$ cat src/rtl/asic_skidbuf.sv
// Two-entry valid/ready skid buffer: registers the forward valid/data path and
// the reverse ready path so long routes can be cut in both directions.
module asic_skidbuf #(
  parameter int unsigned DW   = 32,
  parameter              PROP = "DEFAULT"
) (
  input  logic          clk,
  input  logic          nreset,
  input  logic          in_valid,
  input  logic [DW-1:0] in_data,
  output logic          in_ready,
  output logic          out_valid,
  output logic [DW-1:0] out_data,
  input  logic          out_ready
);

  typedef enum logic [1:0] {
    ST_EMPTY = 2'd0,
    ST_BUSY  = 2'd1,
    ST_FULL  = 2'd2
  } state_t;

  state_t        r_state;
  logic          r_in_ready;
  logic          r_out_valid;
  logic [DW-1:0] r_main;
  logic [DW-1:0] r_skid;

  logic w_in_beat;
  logic w_out_beat;
  logic w_unused;

  // PROP only tags the instance for implementation flows
  assign w_unused   = ^32'($bits(PROP));

  assign w_in_beat  = in_valid & r_in_ready;
  assign w_out_beat = r_out_valid & out_ready;

  // Occupancy FSM; ready/valid/data are all driven straight from flops
  always_ff @(posedge clk or negedge nreset) begin
    if (!nreset) begin
      r_state     <= ST_EMPTY;
      r_in_ready  <= 1'b0;
      r_out_valid <= 1'b0;
      r_main      <= '0;
      r_skid      <= '0;
    end else begin
      case (r_state)
        ST_EMPTY: begin
          r_in_ready <= 1'b1;
          if (w_in_beat) begin
            r_main      <= in_data;
            r_out_valid <= 1'b1;
            r_state     <= ST_BUSY;
          end
        end
        ST_BUSY: begin
          case ({w_in_beat, w_out_beat})
            2'b10: begin
              r_skid     <= in_data;
              r_in_ready <= 1'b0;
              r_state    <= ST_FULL;
            end
            2'b01: begin
              r_out_valid <= 1'b0;
              r_state     <= ST_EMPTY;
            end
            2'b11: r_main <= in_data;
            default: ;
          endcase
        end
        ST_FULL: begin
          if (w_out_beat) begin
            r_main     <= r_skid;
            r_in_ready <= 1'b1;
            r_state    <= ST_BUSY;
          end
        end
        default: begin
          r_state     <= ST_EMPTY;
          r_in_ready  <= 1'b0;
          r_out_valid <= 1'b0;
        end
      endcase
    end
  end

  assign in_ready  = r_in_ready;
  assign out_valid = r_out_valid;
  assign out_data  = r_main;

endmodule

$ cat config.mk
export PLATFORM = sky130hd
export DESIGN_NAME = asic_skidbuf
export DESIGN_NICKNAME = d
export VERILOG_FILES = /design/src/rtl/asic_skidbuf.sv
export SDC_FILE = /design/constraint.sdc
export NUM_CORES = 1
export LEC_CHECK = 0
export BUFFER_PORTS_ARGS = -buffer_cell sky130_fd_sc_hd__buf_4
export CAP_MARGIN = 10
export CORE_MARGIN = 2
export CORE_UTILIZATION = 43
export DETAILED_ROUTE_END_ITERATION = 10
export GPL_TIMING_DRIVEN = 0
export PLACE_DENSITY = 0.63
export SLEW_MARGIN = 30
export SYNTH_ARGS = -nofsm -noshare
export SYNTH_HDL_FRONTEND = slang
export SYNTH_SLANG_ARGS = --single-unit
$ cat constraint.sdc
create_clock -name clk -period 2.8 [get_ports clk]
set_clock_uncertainty 0.1 [all_clocks]
set_input_delay 0.84 -clock clk [delete_from_list [all_inputs] [get_ports clk]]
set_output_delay 0.84 -clock clk [all_outputs]
set_load 0.1 [all_outputs]
==> qor.csv, run 1 <==
stage,metric,value,unit
layout,Final Instance Area,4030,um^2
global_routing,Total Routing Usage GR,0.151,
clock_network,Clock Path Buffers,2,
setup_path,Critical Setup Path Class,register to output pin,
job,max_cap viols,0,
setup_path,crit-path max cell delay,0.47,ns
die,Die Width,89.7,um
layout,area of the multi-input gates,1360,um^2
layout,filler cell count,603,
placement,GPL Wtd Cong,0.665,
die,Die Ht,89.7,um
setup_path,CP Cell Sequence,buf_4,
setup_path,Crit. End Element,output pin,
worst_hold_path,worst min path class,primary input to asynchronous set/reset pin,
detailed_routing,Routed Wire Length,5760,um
yosys,sequential share of the synthesized area,0.539,
run_status,run status,finished clean,
setup_path,CP max FO,6,
setup_path,critical path launch point type,register,
layout,most frequent cells in the layout,"dfrtp_1, buf_4, mux2_2",
yosys,Synth Net Count,230,
layout,layout cells sized above 1,0.674,
detailed_routing,DRC Markers,0,
timing,setup TNS,0,ns
clock_network,"Setup Fix Bufs, Post-CTS",0,
timing,setup violators final,0,
detailed_routing,Vias,1822,
detailed_routing,drt via density,4.82,
clock_network,clock root buffer,clkbuf_8,
yosys,Synth Register Bits,68,
die,Initial Util,0.440,
timing,worst slew pin tran,0.623,ns
clock_network,Worst-Skew Late Latency,0.33,ns
timing,RSZ-0062 raised after global routing,false,
clock_network,post-CTS sizing,0,
clock_network,"Clk pin slew, worst setup/hold paths",0.08,ns
yosys,Synth area leaders,"dfrtp_1, mux2_2, mux2_4",
layout,diode count,0,
layout,Reg area,1700,um^2
timing,Final Hold Viols,0,
yosys,dominant cell type by area after synthesis,dfrtp_1,
placement,Area after DPL,3800,um^2
timing,Fmax,483,MHz
timing,final period utilization,0.739,
timing,fin. max-slew vios,0,
placement,dpl hpwl,3830,um
die,# rows,31,
timing,minimum clock period after layout,2.07,ns
setup_path,"Slowest-stage cell, CP",dfrtp_1,
global_routing,vias in the first global route,1943,
clock_network,H-tree lvl count,3,
yosys,Mapped Cells,194,
clock_network,Post-CTS Hold Buffers,0,
yosys,Yosys top cell area share,0.539,
global_routing,grt ovf,0,
setup_path,Critical Path RT,1.86,ns
die,I/O pin count,70,
setup_path,crit-path leading delay family,flip-flops,
global_routing,largest net degree at the start of global routing,69,
clock_network,CTS sink cnt,68,
clock_network,CTS tree,yes,
detailed_routing,drt first-iter violations,26,
yosys,Netlist Area Pre-Place,3160,um^2
yosys,"Avg Cell Area, Syn",16.3,um^2
global_routing,initial antenna violation count,0,
timing,min setup slack post-route,0.730,ns
timing,Rel. slew slack,0.585,
layout,layout net count,310,
layout,area grow syn2layout,27.6,%
placement,DP Worst Slack,0.532,ns
setup_path,CP bufs+invs,1,
die,Core ar.,7180,um^2
detailed_routing,post-route ant nets,0,
die,die area,8050,um^2
detailed_routing,First-pass DRT Iterations,2,
detailed_routing,WL/cell,15.2,um
placement,I/O Buffers,69,
yosys,Yosys cell types,24,
setup_path,crit path DAT,1.13,ns
yosys,Synth Warn #,0,
global_routing,first-pass GRT wire length,9750,um
clock_network,TritonCTS buffer count,9,
-- metal layers --
metal,global-route usage,vias up,wire length [um]
met5,0,-,0
met4,0.0577,0,62
met3,0.0427,7,305
met2,0.228,45,2660
met1,0.208,912,2740
li1,-,858,-
-- Yosys cell counts, drive strengths merged --
library cell  instances
o22ai                 1
dfrtp                68
o32ai                 1
a22oi                 1
nor2                  1
buf                   8
mux2                 96
a21oi                 1
nand2                 3
and2                  1
a21boi                1
clkbuf                1
o21ai                 3
mux2i                 1
o21bai                1
nand2b                1
a211o                 1
inv                   2
and3b                 1
nor2b                 1
-- layout make-up --
type	count	share of cell area
sequential	68	0.422
multi-input combinational	115	0.337
timing repair buffer	69	0.130
clock buffer	10	0.0342
tap	99	0.0307
buffer	9	0.0227
clock inverter	6	0.0217
inverter	2	0.00186
-- state kept, by name, indices dropped and copies added, names as in the netlist --
signal and cells:
r_skid 32, r_state 2, out_data 32, in_ready 1, out_valid 1
-- through the flow --
stage          std cells  hold slack (ns)  utilization
4_1_cts              378            0.406        0.561
3_5_place_dp         362            0.388        0.530
6_report             378            0.398        0.561
5_1_grt              378            0.414        0.561
2_1_floorplan        194            0.374            -
3_3_place_gp         362            0.381        0.530
-- final timing paths --
path | slack, ns | start | endpoint | depth (start not counted)
hold / removal | 0.40 | nreset | r_skid[4]$_DFFE_PN0P_ | 1
setup reg to reg | 0.90 | r_state[1]$_DFFE_PN0P_ | out_data[10]$_DFFE_PN0P_ | 4
min in group clk | 0.40 | r_skid[31]$_DFFE_PN0P_ | r_skid[31]$_DFFE_PN0P_ | 1
max in group asynchronous | 1.77 | nreset | r_skid[23]$_DFFE_PN0P_ | 1
hold reg to reg | 0.40 | r_skid[31]$_DFFE_PN0P_ | r_skid[31]$_DFFE_PN0P_ | 1
setup / recovery | 0.73 | out_valid$_DFFE_PN0P_ | out_valid | 1
-- cells by family (layout without fill, tap and decap cells) --
group / Yosys count / after routing / synth area share
buffers and inverters: 11 / 96 / 0.0313
flip-flops: 68 / 68 / 0.539
AND/OR/NAND/NOR: 8 / 8 / 0.0182
AO/OA/AOI/OAI: 10 / 10 / 0.0305
multiplexers: 97 / 97 / 0.381
Power of run 1 is not shown: default switching activity piles up to over one toggle a cycle in this logic, so the estimate is an artifact.
==> run 2, diff against run 1 <==
Settings changed: PLACE_DENSITY 0.63 to 0.65.
Clock period 2.8 ns to 1.7 ns, I/O delays scaled along.
==> run 2 against run 1 <==
Flip-flop and latch count stayed put. First-iteration DRC count is 15% higher. Cell area is 4.8% higher. Critical endpoint is now out_data[31]$_DFFE_PN0P_. Sequential share of layout area is 1.7 points lower. Global-route usage is 0.095 points lower. Wire length is 5.5% higher. Critical path type is now register to register. Clock-buffer cell count is 1 lower. The run now ends with negative setup slack left.
==> qor.csv, run 2 (synthesis results as in run 1) <==
stage,metric,value,unit,change
clock_network,"Clk pin slew, worst setup/hold paths",0.08,ns,about the same
die,Die Ht,89.7,um,unchanged
timing,final period utilization,1.01,,
setup_path,CP Cell Sequence,nor2b_4 > buf_12 > buf_8 > mux2_1 > mux2_4,,
timing,RSZ-0062 raised after global routing,true,,
global_routing,Total Routing Usage GR,0.150,,-0.000948
detailed_routing,drt via density,4.87,,+1.0%
layout,"most common cell after layout, fill and taps aside",buf_4,,
timing,worst slew pin tran,0.631,ns,+0.00823 ns
layout,layout net count,322,,+3.9%
timing,Fmax,582,MHz,
setup_path,reg2reg setup slack,-0.02,ns,-0.92 ns
job,max_cap viols,0,,unchanged
run_status,run status,finished with violations,,
layout,Final Instance Count excl. Fillers,389,,+2.9%
setup_path,Crit. End Element,register,,
detailed_routing,Routed Wire Length,6080,um,+5.5%
setup_path,Critical Setup Path Class,register to register,,
detailed_routing,First-pass DRT Iterations,6,,+4
layout,diode count,0,,unchanged
clock_network,Post-CTS Hold Buffers,0,,unchanged
setup_path,crit path DAT,1.84,ns,+0.71 ns
setup_path,crit-path leading delay family,multiplexers,,
layout,most frequent cells in the layout,"buf_4, dfrtp_1, mux2_2",,
placement,I/O Buffers,69,,unchanged
timing,Final Hold Viols,0,,unchanged
global_routing,grt ovf,0,,unchanged
global_routing,first-pass GRT wire length,9420,um,-3.4%
clock_network,CTS tree,yes,,
timing,minimum clock period after layout,1.72,ns,
setup_path,Critical Path RT,1.82,ns,-0.04 ns
clock_network,Worst-Skew Late Latency,0.34,ns,about the same
timing,min setup slack post-route,-0.0179,ns,-0.748 ns
global_routing,initial antenna violation count,0,,unchanged
clock_network,TritonCTS buffer count,9,,unchanged
die,Initial Util,0.440,,unchanged
timing,Rel. slew slack,0.579,,-0.00549
clock_network,H-tree lvl count,3,,unchanged
layout,layout cells sized above 1,0.703,,+0.0296
setup_path,CP bufs+invs,2,,+1
clock_network,clock root buffer,clkbuf_8,,
detailed_routing,drt first-iter violations,30,,+15%
setup_path,"Slowest-stage cell, CP",dfrtp_2,,
run_status,failing checks,negative setup slack,,
global_routing,largest net degree at the start of global routing,69,,unchanged
global_routing,vias in the first global route,1900,,-2.2%
setup_path,crit-path max cell delay,0.46,ns,about the same
layout,area grow syn2layout,33.8,%,
detailed_routing,WL/cell,15.6,um,+2.5%
detailed_routing,Vias,1894,,+4.0%
timing,setup violators final,17,,+17
die,Die Width,89.7,um,unchanged
detailed_routing,DRC Markers,0,,unchanged
timing,Min Hold Slack,0.0507,ns,-0.348 ns
clock_network,Clock Path Buffers,2,,unchanged
die,# rows,31,,unchanged
die,I/O pin count,70,,unchanged
detailed_routing,post-route ant nets,0,,unchanged
die,Core ar.,7180,um^2,unchanged
worst_hold_path,worst min path class,primary input to asynchronous set/reset pin,,
placement,dpl cells,362,,unchanged
setup_path,CP max FO,10,,+4
layout,fin util,0.589,,+0.0272
placement,dpl hpwl,3790,um,-0.92%
timing,fin. max-slew vios,0,,unchanged
placement,GPL Wtd Cong,0.750,,+13%
clock_network,CTS sink cnt,68,,unchanged
setup_path,critical path launch point type,register,,
die,die area,8050,um^2,unchanged
[run 2: cell count changes in the layout (fill, tap and decap cells not counted), moves of 2 or more]
cell       delta
clkbuf_16     +2
buf_2         -2
buf_12        +5
clkbuf_8      -2
dfrtp_4       +2
dfrtp_2       +2
dfrtp_1       -4
buf_4         +5
buf_8         +4
[run 2: per-stage QoR]
stage	worst slack [ns]	setup TNS [ns]	instance area [um^2]
4_1_cts	-0.0543	-1.31	4120
3_3_place_gp	-0.201	-7.53	3810
3_5_place_dp	-0.207	-7.46	3810
5_1_grt	-0.0761	-1.90	4220
2_1_floorplan	-0.123	-3.69	3170
6_report	-0.0179	-0.121	4220
[run 2: cell type report]
cell class                 count  area [um^2]
clock buffer                   9          124
inverter                       2         7.51
tap                           99          124
fill                         574         2950
buffer                         9          134
timing repair buffer          81          692
multi-input combinational    115         1370
clock inverter                 6         66.3
sequential                    68         1710
[run 2: path summary, 6_finish.rpt]
kind,start,endpoint,cells after the start
max reg2reg,r_state[0]$_DFFE_PN0P_,out_data[31]$_DFFE_PN0P_,5
max in group asynchronous,nreset,in_ready$_DFFE_PN0P_,1
max,r_state[0]$_DFFE_PN0P_,out_data[31]$_DFFE_PN0P_,5
min in group clk,in_data[3],r_skid[3]$_DFFE_PN0P_,2
min reg2reg,r_skid[30]$_DFFE_PN0P_,r_skid[30]$_DFFE_PN0P_,1
min,nreset,r_skid[3]$_DFFE_PN0P_,1
[run 2: repair_timing]
action / in CTS / in global routing
gates resized for setup: 14 / 3
pin swaps: 1 / 1
cloned: 1 / 2
setup endpoints to repair: 33 / 33
setup buffers: 7 / 2
[run 2: per-layer routing]
layer	global-route usage	vias to the layer above	share of wire
met3	0.0536	6	0.055
li1	-	888	-
met5	0	-	0
met1	0.201	956	0.47
met2	0.225	44	0.46
met4	0.0577	0	0.012
Power of run 2 is left out for the same reason.
